==> src/rtl/com_sync_fifo_mc_ctrl_pkg.sv <==
// Shared definitions for the multi-channel sync FIFO controller:
// channel-index type and range helper, width derivation, flag bit order.
package com_sync_fifo_mc_ctrl_pkg;

    // Wide enough to hold any channel request before range checking.
    typedef logic [31:0] ch_idx_t;

    // Bit order of the per-channel flag vector produced by com_fifo_ch_ptr.
    localparam int FLG_FULL   = 0;
    localparam int FLG_EMPTY  = 1;
    localparam int FLG_AFULL  = 2;
    localparam int FLG_AEMPTY = 3;
    localparam int FLG_NUM    = 4;

    // Level width: must represent 0..DEPTH inclusive.
    function automatic int calc_aw(int depth);
        return $clog2(depth + 1);
    endfunction

    // Channel select width, never below one bit.
    function automatic int calc_cw(int nch);
        return ($clog2(nch) < 1) ? 1 : $clog2(nch);
    endfunction

    // Flat memory address width across all channels.
    function automatic int calc_maw(int nch, int depth);
        return ($clog2(nch * depth) < 1) ? 1 : $clog2(nch * depth);
    endfunction

    // Pointer width: holds 0..DEPTH-1.
    function automatic int calc_pw(int depth);
        return ($clog2(depth) < 1) ? 1 : $clog2(depth);
    endfunction

    // True when a requested channel index addresses a real channel.
    function automatic logic ch_valid(ch_idx_t ch, int nch);
        return ch < ch_idx_t'(nch);
    endfunction

endpackage

==> src/rtl/com_fifo_ch_ptr.sv <==
// One channel's write/read pointer pair with phase bits; derives
// full/empty/afull/aempty and the occupancy level.
module com_fifo_ch_ptr
    import com_sync_fifo_mc_ctrl_pkg::*;
#(
    parameter  int DEPTH  = 8,
    parameter  int AF_LVL = DEPTH - 1,
    parameter  int AE_LVL = 1,
    localparam int AW     = calc_aw(DEPTH),
    localparam int PW     = calc_pw(DEPTH)
) (
    input  logic               clk,
    input  logic               rst_n,
    input  logic               flush,
    input  logic               wr_inc,
    input  logic               rd_inc,
    output logic [PW-1:0]      wr_ptr,
    output logic [PW-1:0]      rd_ptr,
    output logic [FLG_NUM-1:0] flags,
    output logic [AW-1:0]      level
);

    localparam logic [PW-1:0] LAST = PW'(DEPTH - 1);

    logic wr_ph, rd_ph;

    // Pointer/phase update; a flush beats any increment in the same cycle.
    always_ff @(posedge clk or negedge rst_n) begin
        if (!rst_n) begin
            wr_ptr <= '0;
            rd_ptr <= '0;
            wr_ph  <= 1'b0;
            rd_ph  <= 1'b0;
        end else if (flush) begin
            wr_ptr <= '0;
            rd_ptr <= '0;
            wr_ph  <= 1'b0;
            rd_ph  <= 1'b0;
        end else begin
            if (wr_inc) begin
                if (wr_ptr == LAST) begin
                    wr_ptr <= '0;
                    wr_ph  <= ~wr_ph;
                end else begin
                    wr_ptr <= wr_ptr + PW'(1);
                end
            end
            if (rd_inc) begin
                if (rd_ptr == LAST) begin
                    rd_ptr <= '0;
                    rd_ph  <= ~rd_ph;
                end else begin
                    rd_ptr <= rd_ptr + PW'(1);
                end
            end
        end
    end

    // Level from pointers; modular arithmetic in AW bits stays exact
    // because the true result never exceeds DEPTH.
    always_comb begin
        level = '0;
        if (wr_ph == rd_ph)
            level = AW'(wr_ptr) - AW'(rd_ptr);
        else
            level = AW'(wr_ptr) + AW'(DEPTH) - AW'(rd_ptr);
    end

    // Status flags derived from pointer/phase comparison and level.
    always_comb begin
        flags             = '0;
        flags[FLG_FULL]   = (wr_ptr == rd_ptr) && (wr_ph != rd_ph);
        flags[FLG_EMPTY]  = (wr_ptr == rd_ptr) && (wr_ph == rd_ph);
        flags[FLG_AFULL]  = int'(level) >= AF_LVL;
        flags[FLG_AEMPTY] = int'(level) <= AE_LVL;
    end

endmodule

==> src/rtl/com_sync_fifo_mc_ctrl.sv <==
// Multi-channel synchronous FIFO controller: NCH logical FIFOs of DEPTH
// entries sharing one flat memory. Produces flat write/read addresses,
// per-channel status and occupancy.
// Optional feature macro COM_FIFO_MC_ERR_STICKY_EN: sticky overflow and
// underflow flags; without it both flags are tied low.
module com_sync_fifo_mc_ctrl
    import com_sync_fifo_mc_ctrl_pkg::*;
#(
    parameter  int NCH    = 4,
    parameter  int DEPTH  = 8,
    parameter  int AF_LVL = DEPTH - 1,
    parameter  int AE_LVL = 1,
    localparam int AW     = calc_aw(DEPTH),
    localparam int CW     = calc_cw(NCH),
    localparam int MAW    = calc_maw(NCH, DEPTH)
) (
    input  logic              clk,
    input  logic              rst_n,
    input  logic              clear,
    input  logic [NCH-1:0]    ch_clear,
    input  logic              wr_en,
    input  logic [CW-1:0]     wr_ch,
    output logic [MAW-1:0]    wr_addr,
    input  logic              rd_en,
    input  logic [CW-1:0]     rd_ch,
    output logic [MAW-1:0]    rd_addr,
    output logic [NCH-1:0]    full,
    output logic [NCH-1:0]    empty,
    output logic [NCH-1:0]    afull,
    output logic [NCH-1:0]    aempty,
    output logic [NCH*AW-1:0] water_level,
    output logic              ovf_err,
    output logic              udf_err
);

    localparam int PW = calc_pw(DEPTH);

    if (DEPTH < 1) begin : g_bad_depth
        $error("com_sync_fifo_mc_ctrl: DEPTH must be >= 1");
    end
    if (NCH < 1) begin : g_bad_nch
        $error("com_sync_fifo_mc_ctrl: NCH must be >= 1");
    end
    if (AF_LVL > DEPTH) begin : g_bad_af
        $error("com_sync_fifo_mc_ctrl: AF_LVL must be <= DEPTH");
    end
    if (AE_LVL > DEPTH) begin : g_bad_ae
        $error("com_sync_fifo_mc_ctrl: AE_LVL must be <= DEPTH");
    end

    logic [NCH-1:0][PW-1:0]      wr_ptr, rd_ptr;
    logic [NCH-1:0][FLG_NUM-1:0] flags;
    logic [NCH-1:0][AW-1:0]      level;

    logic          wr_valid, rd_valid;
    logic          wr_sel_full, rd_sel_empty;
    logic [PW-1:0] wr_sel_ptr, rd_sel_ptr;
    logic          wr_ok, rd_ok;

    assign wr_valid = ch_valid(ch_idx_t'(wr_ch), NCH);
    assign rd_valid = ch_valid(ch_idx_t'(rd_ch), NCH);

    // Select the requested channel's pointer and flag; out-of-range
    // requests see pointer 0 and are rejected by the valid check.
    always_comb begin
        wr_sel_ptr   = '0;
        rd_sel_ptr   = '0;
        wr_sel_full  = 1'b0;
        rd_sel_empty = 1'b0;
        for (int c = 0; c < NCH; c++) begin
            if (int'(wr_ch) == c) begin
                wr_sel_ptr  = wr_ptr[c];
                wr_sel_full = flags[c][FLG_FULL];
            end
            if (int'(rd_ch) == c) begin
                rd_sel_ptr   = rd_ptr[c];
                rd_sel_empty = flags[c][FLG_EMPTY];
            end
        end
    end

    // Accept decisions use pre-edge flags, so a same-channel write+read on
    // an empty (full) channel lets only the write (read) through.
    assign wr_ok = wr_en && wr_valid && !wr_sel_full;
    assign rd_ok = rd_en && rd_valid && !rd_sel_empty;

    assign wr_addr = MAW'(int'(wr_ch) * DEPTH + int'(wr_sel_ptr));
    assign rd_addr = MAW'(int'(rd_ch) * DEPTH + int'(rd_sel_ptr));

    for (genvar c = 0; c < NCH; c++) begin : g_ch
        com_fifo_ch_ptr #(
            .DEPTH  (DEPTH),
            .AF_LVL (AF_LVL),
            .AE_LVL (AE_LVL)
        ) u_ptr (
            .clk    (clk),
            .rst_n  (rst_n),
            .flush  (clear | ch_clear[c]),
            .wr_inc (wr_ok && (int'(wr_ch) == c)),
            .rd_inc (rd_ok && (int'(rd_ch) == c)),
            .wr_ptr (wr_ptr[c]),
            .rd_ptr (rd_ptr[c]),
            .flags  (flags[c]),
            .level  (level[c])
        );

        assign full[c]                 = flags[c][FLG_FULL];
        assign empty[c]                = flags[c][FLG_EMPTY];
        assign afull[c]                = flags[c][FLG_AFULL];
        assign aempty[c]               = flags[c][FLG_AEMPTY];
        assign water_level[c*AW +: AW] = level[c];
    end

`ifdef COM_FIFO_MC_ERR_STICKY_EN
    logic ovf_q, udf_q;

    // Sticky error capture; only reset or a global clear wipes it.
    always_ff @(posedge clk or negedge rst_n) begin
        if (!rst_n) begin
            ovf_q <= 1'b0;
            udf_q <= 1'b0;
        end else if (clear) begin
            ovf_q <= 1'b0;
            udf_q <= 1'b0;
        end else begin
            if (wr_en && (!wr_valid || wr_sel_full)) ovf_q <= 1'b1;
            if (rd_en && (!rd_valid || rd_sel_empty)) udf_q <= 1'b1;
        end
    end

    assign ovf_err = ovf_q;
    assign udf_err = udf_q;
`else
    assign ovf_err = 1'b0;
    assign udf_err = 1'b0;
`endif

endmodule

==> config.mk <==
export PLATFORM = sky130hd
export DESIGN_NAME = com_sync_fifo_mc_ctrl
export DESIGN_NICKNAME = d
export VERILOG_FILES = /design/src/rtl/com_sync_fifo_mc_ctrl_pkg.sv /design/src/rtl/com_fifo_ch_ptr.sv /design/src/rtl/com_sync_fifo_mc_ctrl.sv
export SDC_FILE = /design/constraint.sdc
export NUM_CORES = 1
export LEC_CHECK = 0
export CAP_MARGIN = 30
export CORE_ASPECT_RATIO = 1.1
export CORE_MARGIN = 1.5
export CORE_UTILIZATION = 24
export DETAILED_ROUTE_END_ITERATION = 8
export PLACE_DENSITY = 0.43
export SYNTH_ARGS = -nofsm -noshare
export SYNTH_HDL_FRONTEND = slang
export SYNTH_HIERARCHICAL = 1
export SYNTH_SLANG_ARGS = --single-unit
==> constraint.sdc <==
create_clock -name clk -period 2.3 [get_ports clk]
set_input_delay 0.69 -clock clk [delete_from_list [all_inputs] [get_ports clk]]
set_output_delay 0.69 -clock clk [all_outputs]
set_load 0.02 [all_outputs]
# Word level (Yosys, flattened, before mapping)
# Index checks and enable logic that the tools add are counted.
# Widths: inputs -> output; s select.
[totals]
register_bits = 32
in_bits = 13
output_inout_bits = 44
elab_cells = 198
[op_classes]
n_addsub = 22
magnitude_cmp = 8
n_eq_ne = 26
muxes = 68
bitwise = 12
n_reduce_logical = 46
[op_table]
columns = ["op", "n"]
rows = [
  ["$mux 3", 32],
  ["$mux 1", 32],
  ["$reduce_bool 2->1", 16],
  ["$add 3x1->3 const B", 8],
  ["$eq 3x3->1 const B", 8],
  ["$logic_and 1x1->1", 18],
  ["$add 3x4->4 const B", 4],
  ["$ge 4x3->1 const B", 4],
  ["$le 4x1->1 const B", 4],
  ["$mux 4", 4],
  ["$reduce_and 2->1", 8],
  ["$sub 3x3->4", 4],
  ["$sub 4x3->4", 4],
  ["$eq 3x3->1", 4],
  ["$add 5x3->5", 2],
  ["$eq 2x2->1 const B", 4],
  ["$not 1->1", 8],
  ["$eq 1x1->1", 4],
  ["$eq 2x1->1 const B", 2],
  ["$logic_not 2->1", 2],
  ["$ne 1x1->1", 4],
  ["$or 1x1->1", 4],
  ["$logic_not 1->1", 2],
]

# Logic depth before layout (Yosys ltp)
[depth]
depth_word = 11
depth_mapped = 8
depth_no_buf = 8

# Modules after synthesis
# The synthesis kept the hierarchy.
[by_module_without_submodules]
columns = ["module", "n_inst", "cells_per_inst", "area_per_inst_um2", "seq_area_each_um2"]
rows = [
  ["com_fifo_ch_ptr", 4, 54, 524.3, 200.2],
  ["com_sync_fifo_mc_ctrl", 1, 27, 314.1, 0.0],
]

# Least setup slack after synthesis
# Ideal clock, no wire load.
[synth_path]
kind = "reg-to-output"
startpoint = "reg g_ch[0].u_ptr.wr_ptr[0]"
endpoint = "out afull[0]"
arrival_ps = 1805
required_ps = 1610
path_slack_ps = -195
path_stages_with_launch = 8
path_buffers = 0
path_cell_list = "dfrtp_1 > inv_1 > ha_1 > inv_1 > fa_1 > xor2_1 > nand3_1 > o21ai_0"
[synth_via]
elab_chain_cells = 4
word_cells_on_any_way = 5
classes_between = "add/sub: 3; order compare: 1; mux: 1"
[synth_lines]
columns = ["element", "line", "text"]
rows = [
  ["start: declaration", "com_fifo_ch_ptr.sv:17", "output logic [PW-1:0] wr_ptr,"],
  ["start signal: assignment", "com_fifo_ch_ptr.sv:45", "wr_ptr <= wr_ptr + PW'(1);"],
  ["$add 3x4->4", "com_fifo_ch_ptr.sv:66", "level = AW'(wr_ptr) + AW'(DEPTH) - AW'(rd_ptr);"],
  ["$sub 4x3->4", "com_fifo_ch_ptr.sv:66", ""],
  ["$mux 4 *", "com_fifo_ch_ptr.sv:63", "if (wr_ph == rd_ph)"],
  ["named net water_level[2]", "com_sync_fifo_mc_ctrl.sv:31", "output logic [NCH*AW-1:0] water_level,"],
  ["$ge 4x3->1 *", "com_fifo_ch_ptr.sv:74", "flags[FLG_AFULL] = int'(level) >= AF_LVL;"],
  ["end: declaration", "com_sync_fifo_mc_ctrl.sv:29", "output logic [NCH-1:0] afull,"],
]
# Mark *: on every way through the listed nets, which the timed path passes. The rest lies on a longest branch.

# Worst setup path in the final report
[layout_path]
startpoint = "reg g_ch[1].u_ptr.wr_ptr[0]"
endpoint = "out aempty[1]"
[layout_via]
elab_chain_cells = 4
word_cells_on_any_way = 5
classes_between = "add/sub: 3; order compare: 1; mux: 1"
[layout_lines]
columns = ["element", "line", "text"]
rows = [
  ["start: declaration", "com_fifo_ch_ptr.sv:17", ""],
  ["start signal: assignment", "com_fifo_ch_ptr.sv:45", ""],
  ["$add 3x4->4", "com_fifo_ch_ptr.sv:66", ""],
  ["$sub 4x3->4", "com_fifo_ch_ptr.sv:66", ""],
  ["$mux 4 *", "com_fifo_ch_ptr.sv:63", ""],
  ["$le 4x1->1 *", "com_fifo_ch_ptr.sv:75", "flags[FLG_AEMPTY] = int'(level) <= AE_LVL;"],
  ["end: declaration", "com_sync_fifo_mc_ctrl.sv:30", "output logic [NCH-1:0] aempty,"],
]
# Mark *: on every way between the ends. The rest lies on a longest branch, timed or not.

==> impl_metrics.env <==
export IMPL_vias_per_cell=4.32
export IMPL_grt_use_met1=0.172
export IMPL_fp_dieArea_um2=10700
export IMPL_num_rows=38
export IMPL_finalMaxSlewViolations=0
export IMPL_wl_per_cell_um=14.1
export IMPL_status="finished with violations"
export IMPL_fin_skew_ps=1.65
export IMPL_timing_final_ws_setup_ps=-233
export IMPL_layout_common_cells="73 x buf_4, 36 x nor2_1, 34 x buf_6"
export IMPL_antenna_found_initial=0
export IMPL_die_height_um=108
export IMPL_use_met2=0.234
export IMPL_end_kind="output port"
export IMPL_crit_path_cell_trace="inv_1 -> ha_2 -> inv_2 -> fa_2 -> xor2_4 -> nor2_1 -> o21a_1 -> buf_6"
export IMPL_layout_commonest_cell="buf_4"
export IMPL_worst_ep_arrival_time_ps=1840
export IMPL_busiest_layer="met2"
export IMPL_cp_slowest_cell="dfrtp_1"
export IMPL_clk_pin_slew_ps=70
export IMPL_diodes=0
export IMPL_fin_crit_sh=1.10
export IMPL_maxCapViolations=0
export IMPL_final_cell_area_um2=4060
export IMPL_slowest_delay_ps=380
export IMPL_placed_area_um2=3580
export IMPL_grt_overflow=0
export IMPL_synthDistinctLibCells=26
export IMPL_grt_util_met3=0.0220
export IMPL_crit_type="flip-flop to output port"
export IMPL_worstSetupStartpointType="flip-flop"
export IMPL_die_w_um=98.6
export IMPL_h_tree_depth=2
export IMPL_drt_total_wl_um=6870
export IMPL_setup_viol=17
export IMPL_internal_power_mw=0.878
export IMPL_cp_max_fo=3
export IMPL_setup_tns_final_ps=-2410
export IMPL_vias=2109
export IMPL_min_delay_path_class="flip-flop to flip-flop"
export IMPL_grt_max_degree=33
export IMPL_ios=57
export IMPL_power_frac_comb=0.125
export IMPL_clock_fmax_mhz=395
export IMPL_p_sw_frac=0.257
export IMPL_antenna_left=0
export IMPL_power_leakage_nw=1.94
export IMPL_yosys_top_cells_area="dfrtp_1 33%, ha_1 15%, nor2_1 6.9%"
export IMPL_grt_use_total=0.134
export IMPL_rsz0062_at_grt="true"
export IMPL_portBuffers=54
export IMPL_core_area_um2=9840
export IMPL_cpLargestDelayFamily="adder cells"
export IMPL_drt_first_pass_iters=8
export IMPL_drtIter0Drc=38
export IMPL_cts_made_buffers=5
export IMPL_violations="DRC, setup timing"
export IMPL_hpwl_um=5330
export IMPL_ys_ff_latch=32
export IMPL_start_util=0.245
export IMPL_power_density_nw_per_um2=291
export IMPL_syn_to_final_growth_pct=68.3
export IMPL_cts_tree="yes"
export IMPL_clk_insertion_delay_late_ps=290
export IMPL_synth_cells=243
export IMPL_synth_top_area_cell="dfrtp_1"
export IMPL_place_gp_congestion=0.770
export IMPL_netlist_area_um2=2410
export IMPL_cts_root_buf="clkbuf_8"
export IMPL_grt_pass1_wl_um=11100
export IMPL_clock_power_share=0.397
export IMPL_ir_worst_vdd_v=0.000153
export IMPL_power_switching_mw=0.303
export IMPL_clkSinkCount=32
export IMPL_fin_nets=412
export IMPL_seqPwrFrac=0.478
export IMPL_fin_crit_ps=2530
export IMPL_layout_drive_gt1_share=0.541
export IMPL_clk_path_buf_depth=2
export IMPL_drc=5
export IMPL_hold_viol=0
export IMPL_seq_area_frac_synth=0.332
export IMPL_yosysWarningCount=6
export IMPL_grt_pass1_vias=2245
export IMPL_required_ps=1610
export IMPL_path_buf_inv=3
export IMPL_synth_top_area_frac=0.332
export IMPL_syn_area_per_cell_um2=9.92
## per-layer routing
metal  vias to the layer above  share of wire
met4                         0          0.011
met2                        39           0.50
met3                         6          0.029
met1                      1012           0.46
met5                         -              0
li1                       1052              -
## cell usage after synthesis, drive strengths merged
| cell type | instances |
|---|---|
| mux2i | 16 |
| nor2 | 44 |
| ha | 28 |
| conb | 1 |
| xnor2 | 8 |
| o21ai | 4 |
| a21oi | 8 |
| xor2 | 16 |
| nand3 | 8 |
| nor4b | 2 |
| nand2 | 8 |
| and4b | 2 |
| and3 | 4 |
| dfrtp | 32 |
| mux4 | 6 |
| nand3b | 4 |
| inv | 20 |
| o21a | 4 |
| nor2b | 4 |
| clkbuf | 4 |
| or2 | 4 |
| fa | 4 |
| nor4bb | 2 |
| and4bb | 2 |
| buf | 8 |
## worst min-delay path, delay by kind of cell (launching register included)
family | cells | cell delay [ps]
xor+xnor | 1 | 80
simple gates | 1 | 70
flops | 1 | 370
## power groups by stage
stage	Clock (mW)	Combinational, mW	Sequential [mW]
4_1_cts	0.479	0.145	0.565
3_3_place_gp	0	0.147	0.576
2_1_floorplan	0	0.0696	0.577
5_1_grt	0.500	0.161	0.565
6_report	0.469	0.147	0.565
3_5_place_dp	0	0.147	0.576
## registers in the layout (all words and copies together), names as in the netlist
register,count
g_ch.u_ptr/wr_ptr,12
g_ch.u_ptr/wr_ph,4
g_ch.u_ptr/rd_ph,4
g_ch.u_ptr/rd_ptr,12
## per-stage QoR
step                      instances  setup slack, ps  hold WS, ps  power, mW  utilization
final                           488             -233          561       1.18        0.412
after global routing            488             -330          606       1.23        0.412
after CTS                       483             -243          567       1.19        0.386
after detailed placement        469             -884          549      0.723        0.364
after global placement          469             -874          549      0.723        0.364
after floorplan                 244            -35.3          394      0.647            -
## final timing paths
path                            depth (start not counted)  slack [ps]                 endpoint                    start
worst min-delay path                                    2         560      g_ch[3].u_ptr/wr_ph      g_ch[3].u_ptr/wr_ph
worst max register to register                         11         190      g_ch[3].u_ptr/wr_ph  g_ch[3].u_ptr/wr_ptr[2]
worst min register to register                          2         560      g_ch[3].u_ptr/wr_ph      g_ch[3].u_ptr/wr_ph
worst max-delay path                                    8        -230                aempty[1]  g_ch[1].u_ptr/wr_ptr[0]
min in group asynchronous                               2         810      g_ch[3].u_ptr/wr_ph                    rst_n
max in group asynchronous                               2        1150  g_ch[3].u_ptr/wr_ptr[1]                    rst_n
## kinds of logic (layout without fill, tap and decap cells)
kind of cell    count (synthesis)  count (layout)  synth area share
buf+inv                        32             156            0.0654
other cells                     1               2           0.00156
compound gates                 16              16            0.0374
fa+ha+maj                      32              32             0.179
xor+xnor                       24              24            0.0872
simple gates                   84              84             0.175
mux                            22              22             0.122
flops                          32              32             0.332
## timing repair
action / in CTS / in global routing
buffers inserted: 6 / 9
gates resized for setup: 231 / 62
endpoints found under the setup margin: 42 / 32
pin swaps: 5 / 16
hold buffers: 0 / 0
## cell type report
cell class / count / area [um2]
Fill cell: 973 / 5780
Multi-Input combinational cell: 180 / 1820
Timing Repair Buffer: 128 / 1110
Sequential cell: 32 / 806
Tap cell: 120 / 150
Clock buffer: 8 / 90.1
Inverter: 20 / 75.1
(Power assumes the default switching activity.)
